### src/rtl/isdu_ctrl.sv
// LC-3 instruction sequencing and decode unit: Moore FSM driving datapath loads, gates, muxes and memory strobes.
// Define ISDU_JSR_EN to add JSR/JSRR sequencing (S04/S20/S21) and the IR_11 input.
module isdu_ctrl #(
    parameter int unsigned WAIT_CYCLES = 2
) (
    input  logic       Clk,
    input  logic       Reset,
    input  logic       Run,
    input  logic       Continue,
    input  logic [3:0] Opcode,
    input  logic       IR_5,
`ifdef ISDU_JSR_EN
    input  logic       IR_11,
`endif
    input  logic       BEN,
    output logic       LD_MAR,
    output logic       LD_MDR,
    output logic       LD_IR,
    output logic       LD_BEN,
    output logic       LD_CC,
    output logic       LD_REG,
    output logic       LD_PC,
    output logic       LD_LED,
    output logic       GatePC,
    output logic       GateMDR,
    output logic       GateALU,
    output logic       GateMARMUX,
    output logic [1:0] PCMUX,
    output logic       DRMUX,
    output logic       SR1MUX,
    output logic       SR2MUX,
    output logic       ADDR1MUX,
    output logic [1:0] ADDR2MUX,
    output logic [1:0] ALUK,
    output logic       Mem_RD,
    output logic       Mem_WR
);

    localparam logic [4:0] ST_HALTED = 5'd0;
    localparam logic [4:0] ST_S18    = 5'd1;
    localparam logic [4:0] ST_S33    = 5'd2;
    localparam logic [4:0] ST_S35    = 5'd3;
    localparam logic [4:0] ST_S32    = 5'd4;
    localparam logic [4:0] ST_S01    = 5'd5;
    localparam logic [4:0] ST_S05    = 5'd6;
    localparam logic [4:0] ST_S09    = 5'd7;
    localparam logic [4:0] ST_S00    = 5'd8;
    localparam logic [4:0] ST_S22    = 5'd9;
    localparam logic [4:0] ST_S12    = 5'd10;
    localparam logic [4:0] ST_S06    = 5'd11;
    localparam logic [4:0] ST_S07    = 5'd12;
    localparam logic [4:0] ST_S25    = 5'd13;
    localparam logic [4:0] ST_S27    = 5'd14;
    localparam logic [4:0] ST_S23    = 5'd15;
    localparam logic [4:0] ST_S16    = 5'd16;
    localparam logic [4:0] ST_PAUSE1 = 5'd17;
    localparam logic [4:0] ST_PAUSE2 = 5'd18;
`ifdef ISDU_JSR_EN
    localparam logic [4:0] ST_S04    = 5'd19;
    localparam logic [4:0] ST_S20    = 5'd20;
    localparam logic [4:0] ST_S21    = 5'd21;
`endif

    localparam logic [3:0] WAIT_LAST = 4'(WAIT_CYCLES - 1);

    logic [4:0] state_q, state_d;
    logic [3:0] cnt_q, cnt_d;
    logic       in_wait_s;
    logic       wait_done_s;

    assign in_wait_s   = (state_q == ST_S33) || (state_q == ST_S25) || (state_q == ST_S16);
    assign wait_done_s = (cnt_q == WAIT_LAST);

    // Next-state selection; memory states hold until the wait counter expires.
    always_comb begin
        state_d = state_q;
        case (state_q)
            ST_HALTED: begin
                if (Run) state_d = ST_S18;
                else     state_d = ST_HALTED;
            end
            ST_S18: state_d = ST_S33;
            ST_S33: begin
                if (wait_done_s) state_d = ST_S35;
                else             state_d = ST_S33;
            end
            ST_S35: state_d = ST_S32;
            ST_S32: begin
                case (Opcode)
                    4'b0001: state_d = ST_S01;
                    4'b0101: state_d = ST_S05;
                    4'b1001: state_d = ST_S09;
                    4'b0000: state_d = ST_S00;
                    4'b1100: state_d = ST_S12;
                    4'b0110: state_d = ST_S06;
                    4'b0111: state_d = ST_S07;
                    4'b1101: state_d = ST_PAUSE1;
`ifdef ISDU_JSR_EN
                    4'b0100: state_d = ST_S04;
`endif
                    default: state_d = ST_S18;
                endcase
            end
            ST_S01, ST_S05, ST_S09, ST_S22, ST_S12, ST_S27: state_d = ST_S18;
            // BEN was loaded on the S32 edge, so it is only trusted here.
            ST_S00: begin
                if (BEN) state_d = ST_S22;
                else     state_d = ST_S18;
            end
            ST_S06: state_d = ST_S25;
            ST_S07: state_d = ST_S23;
            ST_S25: begin
                if (wait_done_s) state_d = ST_S27;
                else             state_d = ST_S25;
            end
            ST_S23: state_d = ST_S16;
            ST_S16: begin
                if (wait_done_s) state_d = ST_S18;
                else             state_d = ST_S16;
            end
            ST_PAUSE1: begin
                if (Continue) state_d = ST_PAUSE2;
                else          state_d = ST_PAUSE1;
            end
            ST_PAUSE2: begin
                if (!Continue) state_d = ST_S18;
                else           state_d = ST_PAUSE2;
            end
`ifdef ISDU_JSR_EN
            ST_S04: begin
                if (IR_11) state_d = ST_S21;
                else       state_d = ST_S20;
            end
            ST_S20, ST_S21: state_d = ST_S18;
`endif
            default: state_d = ST_HALTED;
        endcase
    end

    // Wait counter runs only while a memory state is held, so every entry starts from zero.
    always_comb begin
        if (in_wait_s && (state_d == state_q)) cnt_d = cnt_q + 4'd1;
        else                                    cnt_d = 4'd0;
    end

    // State and counter registers with synchronous reset.
    always_ff @(posedge Clk) begin
        if (Reset) begin
            state_q <= ST_HALTED;
            cnt_q   <= 4'd0;
        end else begin
            state_q <= state_d;
            cnt_q   <= cnt_d;
        end
    end

    // Moore output decode; IR_5 only steers SR2MUX in the ADD/AND states.
    always_comb begin
        LD_MAR     = 1'b0;
        LD_MDR     = 1'b0;
        LD_IR      = 1'b0;
        LD_BEN     = 1'b0;
        LD_CC      = 1'b0;
        LD_REG     = 1'b0;
        LD_PC      = 1'b0;
        LD_LED     = 1'b0;
        GatePC     = 1'b0;
        GateMDR    = 1'b0;
        GateALU    = 1'b0;
        GateMARMUX = 1'b0;
        PCMUX      = 2'b00;
        DRMUX      = 1'b0;
        SR1MUX     = 1'b0;
        SR2MUX     = 1'b0;
        ADDR1MUX   = 1'b0;
        ADDR2MUX   = 2'b00;
        ALUK       = 2'b00;
        Mem_RD     = 1'b0;
        Mem_WR     = 1'b0;
        case (state_q)
            ST_S18: begin
                GatePC = 1'b1;
                LD_MAR = 1'b1;
                PCMUX  = 2'b00;
                LD_PC  = 1'b1;
            end
            ST_S33, ST_S25: begin
                Mem_RD = 1'b1;
                LD_MDR = 1'b1;
            end
            ST_S35: begin
                GateMDR = 1'b1;
                LD_IR   = 1'b1;
            end
            ST_S32: LD_BEN = 1'b1;
            ST_S01, ST_S05: begin
                SR1MUX  = 1'b1;
                SR2MUX  = IR_5;
                ALUK    = (state_q == ST_S05) ? 2'b01 : 2'b00;
                GateALU = 1'b1;
                LD_REG  = 1'b1;
                LD_CC   = 1'b1;
            end
            ST_S09: begin
                SR1MUX  = 1'b1;
                ALUK    = 2'b10;
                GateALU = 1'b1;
                LD_REG  = 1'b1;
                LD_CC   = 1'b1;
            end
            ST_S22: begin
                ADDR1MUX = 1'b0;
                ADDR2MUX = 2'b10;
                PCMUX    = 2'b10;
                LD_PC    = 1'b1;
            end
            ST_S12: begin
                SR1MUX   = 1'b1;
                ADDR1MUX = 1'b1;
                ADDR2MUX = 2'b00;
                PCMUX    = 2'b10;
                LD_PC    = 1'b1;
            end
            ST_S06, ST_S07: begin
                SR1MUX     = 1'b1;
                ADDR1MUX   = 1'b1;
                ADDR2MUX   = 2'b01;
                GateMARMUX = 1'b1;
                LD_MAR     = 1'b1;
            end
            ST_S27: begin
                GateMDR = 1'b1;
                LD_REG  = 1'b1;
                LD_CC   = 1'b1;
            end
            ST_S23: begin
                SR1MUX  = 1'b0;
                ALUK    = 2'b11;
                GateALU = 1'b1;
                LD_MDR  = 1'b1;
            end
            ST_S16: Mem_WR = 1'b1;
            ST_PAUSE1: LD_LED = 1'b1;
`ifdef ISDU_JSR_EN
            ST_S04: begin
                DRMUX  = 1'b1;
                GatePC = 1'b1;
                LD_REG = 1'b1;
            end
            ST_S21: begin
                ADDR1MUX = 1'b0;
                ADDR2MUX = 2'b11;
                PCMUX    = 2'b10;
                LD_PC    = 1'b1;
            end
            ST_S20: begin
                SR1MUX   = 1'b1;
                ADDR1MUX = 1'b1;
                ADDR2MUX = 2'b00;
                PCMUX    = 2'b10;
                LD_PC    = 1'b1;
            end
`endif
            default: begin
                LD_MAR = 1'b0;
            end
        endcase
    end

endmodule

### config.mk
export PLATFORM = sky130hd
export DESIGN_NAME = isdu_ctrl
export DESIGN_NICKNAME = d
export VERILOG_FILES = /design/src/rtl/isdu_ctrl.sv
export SDC_FILE = /design/constraint.sdc
export NUM_CORES = 1
export LEC_CHECK = 0
export CORE_ASPECT_RATIO = 1.75
export CORE_MARGIN = 5
export CORE_UTILIZATION = 25
export DETAILED_ROUTE_END_ITERATION = 16
export HOLD_SLACK_MARGIN = 0.02
export PLACE_DENSITY = 0.59
export SLEW_MARGIN = 20
export SYNTH_ARGS = -nofsm -noshare
export SYNTH_HDL_FRONTEND = slang
export SYNTH_SLANG_ARGS = --single-unit
### constraint.sdc
create_clock -name Clk -period 5.25 [get_ports Clk]
set_clock_uncertainty 0.15 [all_clocks]
set_input_delay 1.05 -clock Clk [delete_from_list [all_inputs] [get_ports Clk]]
set_output_delay 1.05 -clock Clk [all_outputs]
set_load 0.01 [all_outputs]
==> results.md <==
- Ys async rst share: 0%
- Slew Limit Fails: 0
- WHS: 339.1 ps
- # clock sinks: 9
- N_diodes: 0
- Initial Util: 25.46%
- GP Congestion: 0.8562
- Arrival time worst endpoint: 2630 ps
- P per Cell Area: 175.4 nW/um^2
- DR WL/cell: 14.48 um
- Vias per inst: 5.141
- Max Fclk: 261.1 MHz
- Final hold vios: 0
- GRT Total Usage: 11.73%
- Initial antenna violation count: 0
- Cell Area, Synth: 1111 sq um
- Crit path max fanout: 23
- Nature of the critical path startpoint: flip-flop
- Simple-gate share of the synthesized area: 36.71%
- Post-Synth XOR/XNOR Area: 3.153%
- Hold_buf cts: 0
- RSZ-0062 raised after global routing: false
- Seq cells post-synth: 9
- Total gr overflow: 0
- Crit path kind: flip-flop to output port
- H-tree depth: 1
- Post-DP HPWL: 2.499 mm
- First-pass GRT wire length: 5.423 mm
- Fraction of layout cells with a size suffix above 1: 6.818%
- Critical path required time: 4050 ps
- Syn Inst Count: 155
- CTS tree: built
- Final setup viols: 0
- CP endpoint kind: output port
- Final wirelength: 3.287 mm
- Largest family of logic cells by synthesized area: simple AND/OR/NAND/NOR gates
- Largest net degree at the start of global routing: 28
- Vias: 1,167
- Hold Crit Class: flip-flop to flip-flop
- Utilization after layout: 33.08%
- Starting DRT DRC Count: 46
- Setup TNS: 0 ps
- Adder-cell area share of the yosys netlist: 5.631%
- DRT antenna net count: 0
- Die span in x: 60.40 um
- Post-synthesis sequential area ratio: 16.22%
- Postcts setup bufs: 0
- Max Cap Viol: 0
- Minimum clock period: 3830 ps
- Synth cell types: 49
- DRC: 0
- VDD IR-drop max: 0.06717 mV
- Predominant post-synthesis flop cell: dfxtp_1
- Die area: 5930 sq um
- Fin area: 1444 sq um
- Post-synthesis mux area share: 2.703%
- Compound-cell area share of the yosys netlist: 23.54%
- Area Growth Syn to Fin: 29.95%
- Register area: 180.2 sq um
- Finished Layout Cells: 227
- Placed cell count: 223
- Clock Tree Root: clkbuf_8
- Worst Tran Pin Value: 837.0 ps
- Clock slew at reported path FFs: 40 ps
- Vias in the first global route: 1,194
- Final Worst Setup Slack: 1420 ps
- IO Port Bufs: 31
- Clock Latency Late Sink: 240 ps
- Status: completed
- # rows: 32
- Mapped Avg Cell Area: 7.168 sq um
- Pwr Total: 0.2532 mW
- Clock Path Buffers: 2
- Post-place setup slack: 1667 ps
- Cts bufs inserted: 3
- Leakage power: 0.5002 nW
- Yosys Warn Count: 0
- Post-cts resize count: 0
- # nets final: 192
- I/O pin count: 34
- DP Area: 1399 sq um
- Number of synthesized flops with an enable pin: 0
- Number of fill cells: 481
- Die Y: 98.19 um
- 1st-pass router iterations: 4
- Fin crit share: 72.95%
- Area of the multi-input gates: 804.5 sq um
- Relative slew slack: 44.12%
- Core area: 4364 sq um
path summary, 6_finish.rpt:
check                           depth (start not counted)  startpoint        to  slack, ps
worst min-delay path                                    1    cnt_q[0]  cnt_q[0]        340
worst max register to register                          5  state_q[2]  cnt_q[1]       2560
worst max-delay path                                    5  state_q[0]    LD_MAR       1420
worst min register to register                          1    cnt_q[0]  cnt_q[0]        340
layout by cell type, fill, tap and decap left out, drive strengths merged, types with 2 or more instances in the layout:
master / count
nand2b: 6
nor2b: 3
a21oi: 11
nor4b: 2
or2: 5
dfxtp: 9
a211oi: 7
o32ai: 2
or4: 2
a31oi: 2
mux2i: 3
o21ai: 11
nor2: 12
nor3b: 3
xnor2: 3
nand2: 10
clkdlybuf4s50: 31
conb: 2
a22oi: 2
nor3: 7
nand3: 9
ha: 5
clkbuf: 4
or3b: 2
inv: 6
nand3b: 2
cell usage after synthesis, types with 4 or more instances:
cell	number	area share, %
o21ai_0	10	4.5
nand2b_1	6	3.4
nor3_1	7	3.2
a21oi_1	11	5.0
nand2_1	10	3.4
inv_1	6	2.0
clkbuf_1	4	1.4
or2_2	4	2.3
nor2_1	12	4.1
buf_4	6	4.1
nand3_1	9	4.1
ha_1	5	5.6
dfxtp_1	9	16
a211oi_1	7	4.7
routing by layer:
layer / share of wire (%) / GRT usage [%] / up-vias
li1: - / - / 597
met1: 39 / 12.81 / 531
met2: 54 / 20.42 / 33
met3: 5.2 / 2.116 / 6
met4: 2.2 / 6.143 / 0
met5: 0 / 0 / -
layout make-up:
class	instances	area share, %
Clock buffer	4	3.120
Multi-Input combinational cell	125	55.72
Sequential cell	9	12.48
Inverter	7	2.773
Tap cell	51	4.419
Timing Repair Buffer	31	21.49
state kept, by name, summed over array words and instances, names as in the netlist:
name     cells
cnt_q        4
state_q      5
worst max-delay path, cell delays in order (launching register included):
cell	delay [ps]
dfxtp_1	770
inv_1	260
or3_1	450
a21oi_1	230
or2_2	150
clkdlybuf4s50_1	520
power by group:
group / switching (mW) / internal [mW] / total (mW)
sequential: 0.0137 / 0.0713 / 0.0851
combinational: 0.0427 / 0.0431 / 0.0857
clock: 0.0294 / 0.0531 / 0.0825
cells by family (layout without fill, tap and decap cells):
group                    after synthesis  count (layout)
AO/OA/AOI/OAI                         41              41
XOR/XNOR                               4               4
adder cells (fa/ha/maj)                5               5
buffers and inverters                 22              42
flip-flops                             9               9
multiplexers                           3               3
other                                  1               2
AND/OR/NAND/NOR                       70              70
(Power assumes the default switching activity.)
